==> src/rtl/code_onehot_decoder.sv <==
// Buffered 2-to-4 decoder: queues encoded {v, y} codes in a show-ahead FIFO and emits one-hot vectors.
// Optional build macro ONEHOT_DEC_DROP_INVALID_EN: accept but discard codes with v=0.
module code_onehot_decoder #(
  parameter int DEPTH = 4
) (
  input  logic                       clk,
  input  logic                       rst_n,
  input  logic                       in_valid,
  output logic                       in_ready,
  input  logic [1:0]                 in_y,
  input  logic                       in_v,
  output logic                       out_valid,
  input  logic                       out_ready,
  output logic [3:0]                 out_d,
  output logic [$clog2(DEPTH):0]     count
);

  localparam int AW = $clog2(DEPTH);
  localparam int CW = AW + 1;
  localparam logic [CW-1:0] FULL_CNT = CW'(DEPTH);

  // Handshakes: a beat transfers on a rising edge where valid && ready are both high.
  // valid must not depend on ready; in_ready and out_valid come from registered count
  // only, so neither side sees a combinational path through this block.

  logic [2:0]    mem [DEPTH];
  logic [AW-1:0] wr_ptr;
  logic [AW-1:0] rd_ptr;
  logic          full;
  logic          empty;
  logic          push;
  logic          write;
  logic          pop;
  logic [2:0]    head;

  assign full      = (count == FULL_CNT);
  assign empty     = (count == '0);
  assign in_ready  = !full;
  assign out_valid = !empty;

  assign push = in_valid && in_ready;
  assign pop  = out_valid && out_ready;

`ifdef ONEHOT_DEC_DROP_INVALID_EN
  // Codes with v=0 complete the handshake but never occupy an entry.
  assign write = push && in_v;
`else
  assign write = push;
`endif

  always_ff @(posedge clk or negedge rst_n) begin
    if (!rst_n) begin
      wr_ptr <= '0;
      rd_ptr <= '0;
      count  <= '0;
    end else begin
      if (write) wr_ptr <= wr_ptr + AW'(1);
      if (pop)   rd_ptr <= rd_ptr + AW'(1);
      if (write && !pop)      count <= count + CW'(1);
      else if (!write && pop) count <= count - CW'(1);
    end
  end

  // Storage is not reset; entries are only read while counted as occupied.
  always_ff @(posedge clk) begin
    if (write) mem[wr_ptr] <= {in_v, in_y};
  end

  assign head = mem[rd_ptr];

  always_comb begin
    out_d = 4'b0000;
    if (!empty && head[2]) begin
      case (head[1:0])
        2'b00:   out_d = 4'b1000;
        2'b01:   out_d = 4'b0100;
        2'b10:   out_d = 4'b0010;
        default: out_d = 4'b0001;
      endcase
    end
  end

endmodule

==> config.mk <==
export PLATFORM = sky130hd
export DESIGN_NAME = code_onehot_decoder
export DESIGN_NICKNAME = d
export VERILOG_FILES = /design/src/rtl/code_onehot_decoder.sv
export SDC_FILE = /design/constraint.sdc
export NUM_CORES = 1
export LEC_CHECK = 0
export BUFFER_PORTS_ARGS = -buffer_cell sky130_fd_sc_hd__buf_2
export CAP_MARGIN = 20
export CORE_MARGIN = 2
export CORE_UTILIZATION = 48
export DETAILED_ROUTE_END_ITERATION = 12
export PLACE_DENSITY_LB_ADDON = 0.15
export SLEW_MARGIN = 10
export SYNTH_ARGS = -nofsm -noshare
export SYNTH_HDL_FRONTEND = slang
export SYNTH_SLANG_ARGS = --single-unit
export TNS_END_PERCENT = 30
==> constraint.sdc <==
create_clock -name clk -period 1.93 [get_ports clk]
set_input_delay 0.0965 -clock clk [delete_from_list [all_inputs] [get_ports clk]]
set_output_delay 0.0965 -clock clk [all_outputs]
set_load 0.03 [all_outputs]
==> results of run 1 <==
==> flip-flops by register name (all words and copies together) (netlist names) <==
signal,flops
count,3
mem,12
rd_ptr,2
wr_ptr,2
==> layout make-up <==
class / instances / area [µm²]
clock buffer: 4 / 26.3
fill: 154 / 641
inverter: 3 / 11.3
multi-input combinational: 42 / 399
sequential: 19 / 541
tap: 25 / 31.3
timing repair buffer: 20 / 115
==> per-layer routing <==
metal | share of wire | global-route usage | vias to the layer above
met3 | 0.034 | 0.0340 | 4
li1 | - | - | 268
met1 | 0.49 | 0.196 | 255
met2 | 0.45 | 0.197 | 10
met5 | 0 | 0 | -
met4 | 0.021 | 0.0811 | 0
==> timing repair <==
item                                    4_1_cts  5_1_grt
endpoints found under the setup margin        0        4
hold endpoints to repair                      7        0
buffers inserted                              0        0
hold buffers                                  1        0
gates resized for setup                       0        4
==> cells by family (layout without fill, tap and decap cells) <==
kind of cell	after synthesis	count (layout)	synth area share
AND/OR/NAND/NOR	24	24	0.142
flip-flops	19	19	0.580
adder cells (fa/ha/maj)	6	6	0.0894
XOR/XNOR	6	6	0.0569
multiplexers	5	5	0.102
buffers and inverters	4	27	0.0176
AO/OA/AOI/OAI	1	1	0.0122
==> worst paths after layout <==
check | endpoint | startpoint | cells past startpoint
max in group asynchronous | count[1]$_DFFE_PN0P_ | rst_n | 2
min in group asynchronous | rd_ptr[1]$_DFFE_PN0P_ | rst_n | 2
max reg2reg | count[2]$_DFFE_PN0P_ | count[1]$_DFFE_PN0P_ | 8
min reg2reg | rd_ptr[0]$_DFFE_PN0P_ | rd_ptr[0]$_DFFE_PN0P_ | 1
min | mem[1][0]$_DFFE_PP_ | in_y[0] | 1
max | count[2]$_DFFE_PN0P_ | count[1]$_DFFE_PN0P_ | 8
==> stage by stage <==
| step | power (mW) | hold slack (ns) | util | TNS (ns) | area, µm² |
|---|---|---|---|---|---|
| 2_1_floorplan | 1.33 | -0.199 | - | -0.269 | 952 |
| 3_3_place_gp | 1.54 | -0.0607 | 0.611 | 0 | 1080 |
| 3_5_place_dp | 1.56 | -0.0605 | 0.611 | 0 | 1080 |
| 4_1_cts | 1.75 | 0.0115 | 0.631 | 0 | 1110 |
| 5_1_grt | 1.89 | 0.0177 | 0.637 | -0.0170 | 1120 |
| 6_report | 1.75 | 0.0188 | 0.637 | 0 | 1120 |
==> worst reg2reg max path, delay by kind of cell, from the launching register on <==
family | cells | cell delay, ns
DFF | 1 | 0.46
adders and majority gates | 2 | 0.46
buffers and inverters | 1 | 0.05
xor gates and xnor gates | 2 | 0.28
and+or+nand+nor | 3 | 0.53
==> layout by cell type (no fill, tap or decap) <==
master         count
buf_2             15
edfxtp_1          12
nand2_1            6
nand2b_1           4
and2_1             4
xnor2_1            4
ha_1               4
dfrtp_2            4
buf_4              4
nor2_2             3
nor2_1             3
inv_1              3
clkbuf_4           3
dfrtp_1            3
mux4_2             2
xor2_1             2
mux2_2             2
or3_4              1
mux4_1             1
nand2b_4           1
a21boi_2           1
nand2_4            1
nand3_1            1
fa_2               1
ha_4               1
clkbuf_1           1
dlygate4sd3_1      1
==> where the power goes <==
group          switching (mW)  internal (mW)  total [mW]
Clock                   0.110         0.0804       0.191
Sequential              0.106          0.579       0.685
Combinational           0.473          0.398       0.871
Total                   0.689           1.06        1.75
==> impl_metrics.py, run 1 <==
metrics = {
    "status": {
        "status": "finished, final reports clean",
    },
    "placed_design": {
        "port_buffers": 15,
        "gp_congestion": 0.726,
        "dpl.cell_count": 108,
        "dp_slack_ns": 0.0384,
    },
    "power_and_ir_drop": {
        "p_leak_nw": 0.459,
        "power.density_nw_per_um2": 1550,
        "ir_drop_mv": 0.876,
    },
    "sta": {
        "period_needed_ns": 1.85,
        "maxSlewHeadroom": 0.865,
        "tightest_slew_ns": 0.202,
        "fmax_mhz": 541,
        "fin_skew_ns": 0.0143,
        "drv_slew": 0,
        "fin_crit_sh": 0.958,
        "rsz0062_at_grt": "yes",
        "finalHoldViolCount": 0,
        "setup_viol": 0,
        "worst_slack_ns": 0.0818,
    },
    "floorplanning": {
        "initial_core_util": 0.523,
        "num_rows": 15,
        "core_um2": 1760,
        "die_h_um": 47.9,
        "io_pins": 16,
        "die-width_um": 47.9,
        "dieArea_um2": 2290,
    },
    "synth": {
        "syn_nets": 78,
        "synth_area_per_cell_um2": 14.2,
        "synth_flop_cell": "edfxtp_1",
        "synth_seq_area_share": 0.580,
        "synth_top_cells_by_count": "edfxtp_1 (12), dfrtp_1 (7), nand2_1 (6), ha_1 (5)",
        "synth_largest_area_cell": "edfxtp_1",
        "yosysTopAreaCellShare": 0.390,
        "synthCells": 65,
        "yosysUniqueCellTypes": 21,
        "synthArstFlopShare": 0.368,
        "synth-seq-cells": 19,
        "yosysWarnings": 0,
        "syn_area_um2": 923,
        "synth_most_common_cell": "edfxtp_1",
        "synth_edf_count": 12,
        "synth_area_leaders": "edfxtp_1 (39%), dfrtp_1 (19%), ha_1 (6.8%), mux4_2 (4.9%), xnor2_1 (3.8%)",
    },
    "setup_path": {
        "crit_slowest_cell": "dfrtp_2",
        "cp.required_ns": 2.16,
        "start_kind": "flop",
        "crit_family": "simple AND/OR/NAND/NOR gates",
        "crit_arrival_ns": 2.07,
        "r2r_slack_ns": 0.08,
        "critPathMostFrequentCell": "xor2_1",
        "cp_max_fo": 5,
        "path_buf_inv": 1,
        "worstSetupEndpointType": "flop",
        "path_cells": "or3_4 -> nand2_4 -> ha_4 -> inv_1 -> fa_2 -> xor2_1 -> nor2_1 -> xor2_1",
        "slowest_delay_ns": 0.46,
        "path_class": "flop to flop",
    },
    "grt": {
        "grt_max_degree": 11,
        "grt_overflow": 0,
        "antenna_found_initial": 0,
        "grt_pass1_vias": 478,
        "grt_util_all_layers": 0.140,
        "grt_pass1_wl_um": 2100,
    },
    "routing": {
        "dr.pass1.iters": 3,
        "num_vias": 537,
        "drt_wl_total_um": 1280,
        "drc": 0,
        "wl_per_cell_um": 11.3,
        "drt-vias-per-instance": 4.75,
        "ant_nets": 0,
        "drt-initial-drc-count": 9,
    },
    "finish": {
        "area_growth_pct": 21.7,
        "stdcell_count": 113,
        "drive_gt1_frac": 0.443,
        "antennaDiodeCount": 0,
        "nNetsFinal": 102,
    },
    "clock_network": {
        "cts_tree": "done",
        "htree_levels": 1,
        "cts.clk_slew.worst_paths_ns": 0.10,
        "clockBufferDepth": 2,
        "cts_root_buffer": "clkbuf_4",
        "cts_made_buffers": 3,
        "clock-sinks": 19,
        "insertion_delay_ns": 0.29,
    },
    "job": {
        "drv_cap": 0,
    },
    "hold_path": {
        "hp-class": "primary input to flop",
    },
}
No activity file was read; power rests on OpenSTA's default activity.
==> inputs of run 2 (changes only) <==
--- a/config.mk
+++ b/config.mk
@@ -8,11 +8,11 @@
 export BUFFER_PORTS_ARGS = -buffer_cell sky130_fd_sc_hd__buf_2
 export CAP_MARGIN = 20
 export CORE_MARGIN = 2
-export CORE_UTILIZATION = 48
+export CORE_UTILIZATION = 45
 export DETAILED_ROUTE_END_ITERATION = 12
 export PLACE_DENSITY_LB_ADDON = 0.15
 export SLEW_MARGIN = 10
 export SYNTH_ARGS = -nofsm -noshare
 export SYNTH_HDL_FRONTEND = slang
 export SYNTH_SLANG_ARGS = --single-unit
-export TNS_END_PERCENT = 30
+export TNS_END_PERCENT = 100
==> constraint.sdc (replaced) <==
create_clock -name clk -period 1.6 [get_ports clk]
set_input_delay 0.08 -clock clk [delete_from_list [all_inputs] [get_ports clk]]
set_output_delay 0.08 -clock clk [all_outputs]
set_load 0.03 [all_outputs]
==> run 2 against run 1 <==
Effect of this change: the run now ends with negative setup slack left; die area is 6.1% higher; clock skew fell by 0.0032 ns; non-clock buffer count up 13; core utilization up 3.0 points; global-route usage grew 0.61 points; worst hold slack better by 0.074 ns; largest power group unchanged.
==> impl_metrics.py, run 2 (synthesis gave the netlist of run 1 again) <==
metrics = {
    "sta": {
        "fin_setup_tns_ns": -0.777,
        "drv_slew": 0,
        "period_needed_ns": 1.86,
        "maxSlewHeadroom": 0.866,
        "fin_skew_ns": 0.0111,
        "fmax_mhz": 538,
        "tightest_slew_ns": 0.201,
        "rsz0062_at_grt": "yes",
        "worst_slack_ns": -0.259,
        "finalHoldViolCount": 0,
        "setup_viol": 6,
        "fin_crit_sh": 1.16,
    },
    "routing": {
        "drt_wl_total_um": 1530,
        "drt-initial-drc-count": 5,
        "wl_per_cell_um": 11.9,
        "drc": 0,
        "drt-vias-per-instance": 4.48,
        "num_vias": 573,
        "dr.pass1.iters": 4,
        "ant_nets": 0,
    },
    "placed_design": {
        "gp_congestion": 0.746,
        "port_buffers": 15,
        "dp_slack_ns": -0.302,
        "place_hpwl_um": 1140,
        "placed_area_um2": 1120,
    },
    "setup_path": {
        "cp_max_fo": 2,
        "path_class": "flop to flop",
        "r2r-start": "count[0]$_DFFE_PN0P_",
        "start_kind": "flop",
        "reg2reg_to": "count[2]$_DFFE_PN0P_",
        "cp.required_ns": 1.82,
        "r2r_cells": 8,
        "crit_arrival_ns": 2.08,
        "worstSetupEndpointType": "flop",
        "r2r_slack_ns": -0.26,
    },
    "clock_network": {
        "cts_root_buffer": "clkbuf_4",
        "htree_levels": 1,
        "cts_tree": "done",
        "clock-sinks": 19,
        "insertion_delay_ns": 0.29,
        "cts_made_buffers": 3,
        "clockBufferDepth": 2,
        "cts.clk_slew.worst_paths_ns": 0.11,
    },
    "hold_path": {
        "min_from": "out_ready",
        "hp-class": "primary input to flop",
        "min_path_cells": 3,
        "worstHoldEndpoint": "rd_ptr[1]$_DFFE_PN0P_",
    },
    "floorplanning": {
        "io_pins": 16,
        "die-width_um": 49.3,
        "initial_core_util": 0.476,
        "dieArea_um2": 2430,
        "core_um2": 1940,
        "num_rows": 16,
        "die_h_um": 49.3,
    },
    "status": {
        "failed_checks": "negative setup slack",
        "status": "complete, but fails checks",
    },
    "finish": {
        "reg_top3": "mem: 12 flops, count: 3 flops",
        "drive_gt1_frac": 0.545,
        "largest_reg_flops": 12,
        "final_common_cell": "buf_4",
        "antennaDiodeCount": 0,
        "fin_area_um2": 1290,
        "nNetsFinal": 115,
        "area_growth_pct": 40.2,
        "layout_common_cells": "buf_4 (16), edfxtp_1 (12), buf_2 (11)",
        "regMostFlops": "mem",
    },
    "grt": {
        "grt_pass1_wl_um": 2610,
        "grt_util_all_layers": 0.146,
        "grt_overflow": 0,
        "grt_max_degree": 11,
        "grt_pass1_vias": 578,
        "antenna_found_initial": 0,
    },
    "job": {
        "drv_cap": 0,
    },
    "power_and_ir_drop": {
        "ir_drop_mv": 1.24,
        "power.density_nw_per_um2": 1840,
        "p_leak_nw": 0.551,
    },
}
==> run 2: where the power goes <==
group / switching [mW] / leakage [nW] / internal (mW) / total [mW]
Clock: 0.134 / 0.0150 / 0.0967 / 0.231
Sequential: 0.116 / 0.189 / 0.697 / 0.813
Combinational: 0.672 / 0.347 / 0.669 / 1.34
Total: 0.921 / 0.551 / 1.46 / 2.38
==> run 2: worst max path at each step <==
| stage | to | start | slack (ns) |
|---|---|---|---|
| 5_1_grt | count[2]$_DFFE_PN0P_ | count[0]$_DFFE_PN0P_ | -0.36 |
| 6_report | count[2]$_DFFE_PN0P_ | count[0]$_DFFE_PN0P_ | -0.26 |
| 2_1_floorplan | count[2]$_DFFE_PN0P_ | count[0]$_DFFE_PN0P_ | -0.47 |
| 3_3_place_gp | count[2]$_DFFE_PN0P_ | count[0]$_DFFE_PN0P_ | -0.24 |
| 4_1_cts | count[2]$_DFFE_PN0P_ | count[0]$_DFFE_PN0P_ | -0.27 |
| 3_5_place_dp | count[2]$_DFFE_PN0P_ | count[0]$_DFFE_PN0P_ | -0.30 |
==> run 2: critical path, cell delays in order (launching register included) <==
cell and delay [ns]:
dfrtp_2 0.42, or3_4 0.40, nand2_4 0.08, ha_4 0.13, inv_2 0.03, fa_2 0.32
xor2_1 0.15, nor2_1 0.12, xor2_1 0.14
==> run 2: routing by layer <==
metal	wire, µm	part of all wire	up-vias	GRT usage
met1	670	0.44	268	0.170
met4	13	0.0085	0	0.0714
li1	-	-	293	-
met3	42	0.027	2	0.0276
met2	801	0.52	10	0.255
met5	0	0	-	0
==> run 2: timing repair <==
| item | in CTS | in global routing |
|---|---|---|
| endpoints found under the hold margin | 12 | 4 |
| resized for setup | 12 | 6 |
| endpoints found under the setup margin | 6 | 6 |
| hold buffers | 3 | 1 |
| setup buffers | 2 | 3 |
| pin swaps | 3 | 1 |
==> run 2: layout make-up <==
| cell class | count | area, µm² |
|---|---|---|
| Multi-Input combinational cell | 42 | 447 |
| Sequential cell | 19 | 539 |
| Tap cell | 27 | 33.8 |
| Inverter | 3 | 11.3 |
| Fill cell | 160 | 647 |
| Clock buffer | 4 | 26.3 |
| Timing Repair Buffer | 33 | 238 |
==> run 2: per-stage QoR <==
stage,instances,utilization,power (mW),hold WS (ns)
2_1_floorplan,65,-,1.63,-0.216
3_3_place_gp,115,0.577,1.95,-0.0775
3_5_place_dp,115,0.577,1.98,-0.0705
4_1_cts,124,0.632,2.34,0.00889
5_1_grt,128,0.667,2.57,0.0886
6_report,128,0.667,2.38,0.0927
==> inputs of run 3 (changes only) <==
--- a/config.mk
+++ b/config.mk
@@ -7,10 +7,12 @@
 export LEC_CHECK = 0
 export BUFFER_PORTS_ARGS = -buffer_cell sky130_fd_sc_hd__buf_2
 export CAP_MARGIN = 20
+export CORE_ASPECT_RATIO = 1.2
 export CORE_MARGIN = 2
 export CORE_UTILIZATION = 45
 export DETAILED_ROUTE_END_ITERATION = 12
 export PLACE_DENSITY_LB_ADDON = 0.15
+export SKIP_LAST_GASP = 1
 export SLEW_MARGIN = 10
 export SYNTH_ARGS = -nofsm -noshare
 export SYNTH_HDL_FRONTEND = slang
==> run 3 against run 2 <==
Effect of this change: power fell by 1.6%; highest routed layer unchanged; largest power group unchanged; critical path depth did not move; combinational power is essentially flat; the run still ends with negative setup slack left; worst hold slack worse by 0.074 ns.
==> impl_metrics.py, run 3 (synthesis gave the netlist of run 1 again) <==
metrics = {
    "status": {
        "status": "complete, but fails checks",
        "failed_checks": "negative setup slack",
    },
    "setup_path": {
        "worstSetupEndpointType": "flop",
        "crit_slowest_cell": "dfrtp_2",
        "start_kind": "flop",
        "crit_arrival_ns": 2.08,
        "slowest_delay_ns": 0.41,
        "path_buf_inv": 1,
        "path_cells": "or3_4 -> nand2_4 -> ha_4 -> inv_2 -> fa_2 -> xor2_1 -> nor2_1 -> xor2_1",
        "critPathMostFrequentCell": "xor2_1",
        "crit_family": "simple AND/OR/NAND/NOR gates",
        "cp_max_fo": 2,
        "path_class": "flop to flop",
        "cp.required_ns": 1.81,
    },
    "sta": {
        "rsz0062_at_grt": "yes",
        "worst_slack_ns": -0.268,
        "maxSlewHeadroom": 0.861,
        "finalHoldViolCount": 0,
        "fin_skew_ns": 0.00884,
        "tightest_slew_ns": 0.207,
        "setup_viol": 6,
        "fin_crit_sh": 1.17,
        "fin_setup_tns_ns": -0.711,
        "fmax_mhz": 535,
        "period_needed_ns": 1.87,
        "drv_slew": 0,
    },
    "finish": {
        "stdcell_count": 117,
        "drive_gt1_frac": 0.510,
        "area_growth_pct": 31.8,
        "final_common_cell": "buf_4",
        "layout_common_cells": "buf_4 (16), edfxtp_1 (12), buf_2 (11)",
        "regMostFlops": "mem",
        "nNetsFinal": 112,
        "reg_top3": "mem: 12 flops, count: 3 flops",
        "largest_reg_flops": 12,
        "antennaDiodeCount": 0,
    },
    "routing": {
        "drt-initial-drc-count": 5,
        "drc": 0,
        "num_vias": 569,
        "ant_nets": 0,
        "drt_wl_total_um": 1460,
        "wl_per_cell_um": 12.5,
        "dr.pass1.iters": 3,
        "drt-vias-per-instance": 4.86,
    },
    "power_and_ir_drop": {
        "p_leak_nw": 0.515,
        "power.density_nw_per_um2": 1930,
        "ir_drop_mv": 0.871,
    },
    "floorplanning": {
        "core_um2": 1890,
        "initial_core_util": 0.488,
        "die-width_um": 45.4,
        "die_h_um": 53.6,
        "dieArea_um2": 2430,
        "io_pins": 16,
        "num_rows": 17,
    },
    "clock_network": {
        "cts_made_buffers": 3,
        "cts_tree": "done",
        "clock-sinks": 19,
        "htree_levels": 1,
        "cts.clk_slew.worst_paths_ns": 0.11,
        "cts_root_buffer": "clkbuf_4",
        "clockBufferDepth": 2,
        "insertion_delay_ns": 0.28,
    },
    "placed_design": {
        "dp_slack_ns": -0.293,
        "gp_congestion": 0.714,
        "place_hpwl_um": 1140,
        "dpl.cell_count": 107,
        "port_buffers": 15,
    },
    "grt": {
        "grt_pass1_wl_um": 2450,
        "grt_util_all_layers": 0.143,
        "grt_max_degree": 11,
        "grt_overflow": 0,
        "grt_pass1_vias": 581,
        "antenna_found_initial": 0,
    },
    "hold_path": {
        "hp-class": "primary input to flop",
    },
    "job": {
        "drv_cap": 0,
    },
}
-- run 3: cell count changes in the layout (fill, tap and decap cells not counted) --
cell,before,now
nand2b_4,5,1
dlygate4sd3_1,4,1
nand2_1,5,6
nand2_2,1,0
nor2_2,0,1
nand2b_1,0,4
nor2_4,3,2
-- run 3: cell type report --
type / instances / area [µm²]
clock buffers: 4 / 26.3
fillers: 156 / 676
inverters: 3 / 11.3
multi-input cells: 42 / 409
flip-flops and latches: 19 / 539
well taps: 19 / 23.8
repair buffers: 30 / 208
-- run 3: through the flow --
step                      utilization  hold WS (ns)  total power [mW]  cell area, µm²
after floorplan                     -        -0.216              1.63             956
after global placement          0.587       -0.0764              1.95            1110
after detailed placement        0.587       -0.0744              1.98            1110
after CTS                       0.629        0.0106              2.32            1190
after global routing            0.643      0.000407              2.53            1220
final                           0.643        0.0184              2.35            1220
-- run 3: what timing repair did --
action                                 CTS  global route
buffers inserted                         2             3
cloned                                   0             0
endpoints found under the hold margin    7             0
hold buffers                             1             0
setup endpoints to repair                6             6
gates resized for setup                 11             1
pin swaps                                3             0
-- run 3: path summary, 6_finish.rpt --
kind / cells after the start / from / slack (ns) / endpoint
worst max-delay path: 8 / count[0]$_DFFE_PN0P_ / -0.27 / count[2]$_DFFE_PN0P_
worst min-delay path: 1 / in_v / 0.02 / mem[0][2]$_DFFE_PP_
worst max register to register: 8 / count[0]$_DFFE_PN0P_ / -0.27 / count[2]$_DFFE_PN0P_
worst min register to register: 2 / count[2]$_DFFE_PN0P_ / 0.59 / count[2]$_DFFE_PN0P_
max in group asynchronous: 2 / rst_n / 1.28 / count[2]$_DFFE_PN0P_
min in group asynchronous: 2 / rst_n / 0.14 / count[1]$_DFFE_PN0P_
-- run 3: worst register-to-register path, cell delays in order, from the launching register on --
cell	delay, ns
dfrtp_2	0.41
or3_4	0.40
nand2_4	0.08
ha_4	0.13
inv_2	0.03
fa_2	0.32
xor2_1	0.15
nor2_1	0.12
xor2_1	0.15
-- run 3: metal layers --
metal / wire length, µm / up-vias / global-route usage
li1: - / 286 / -
met1: 671 / 272 / 0.181
met2: 742 / 9 / 0.238
met3: 32 / 2 / 0.0302
met4: 16 / 0 / 0.0588
met5: 0 / - / 0
-- run 3: report_power, final --
group          switching, mW  internal [mW]  leakage [nW]
Combinational          0.662          0.653         0.311
Sequential             0.104          0.697         0.189
Clock                  0.133         0.0966        0.0150
Total                  0.899           1.45         0.515
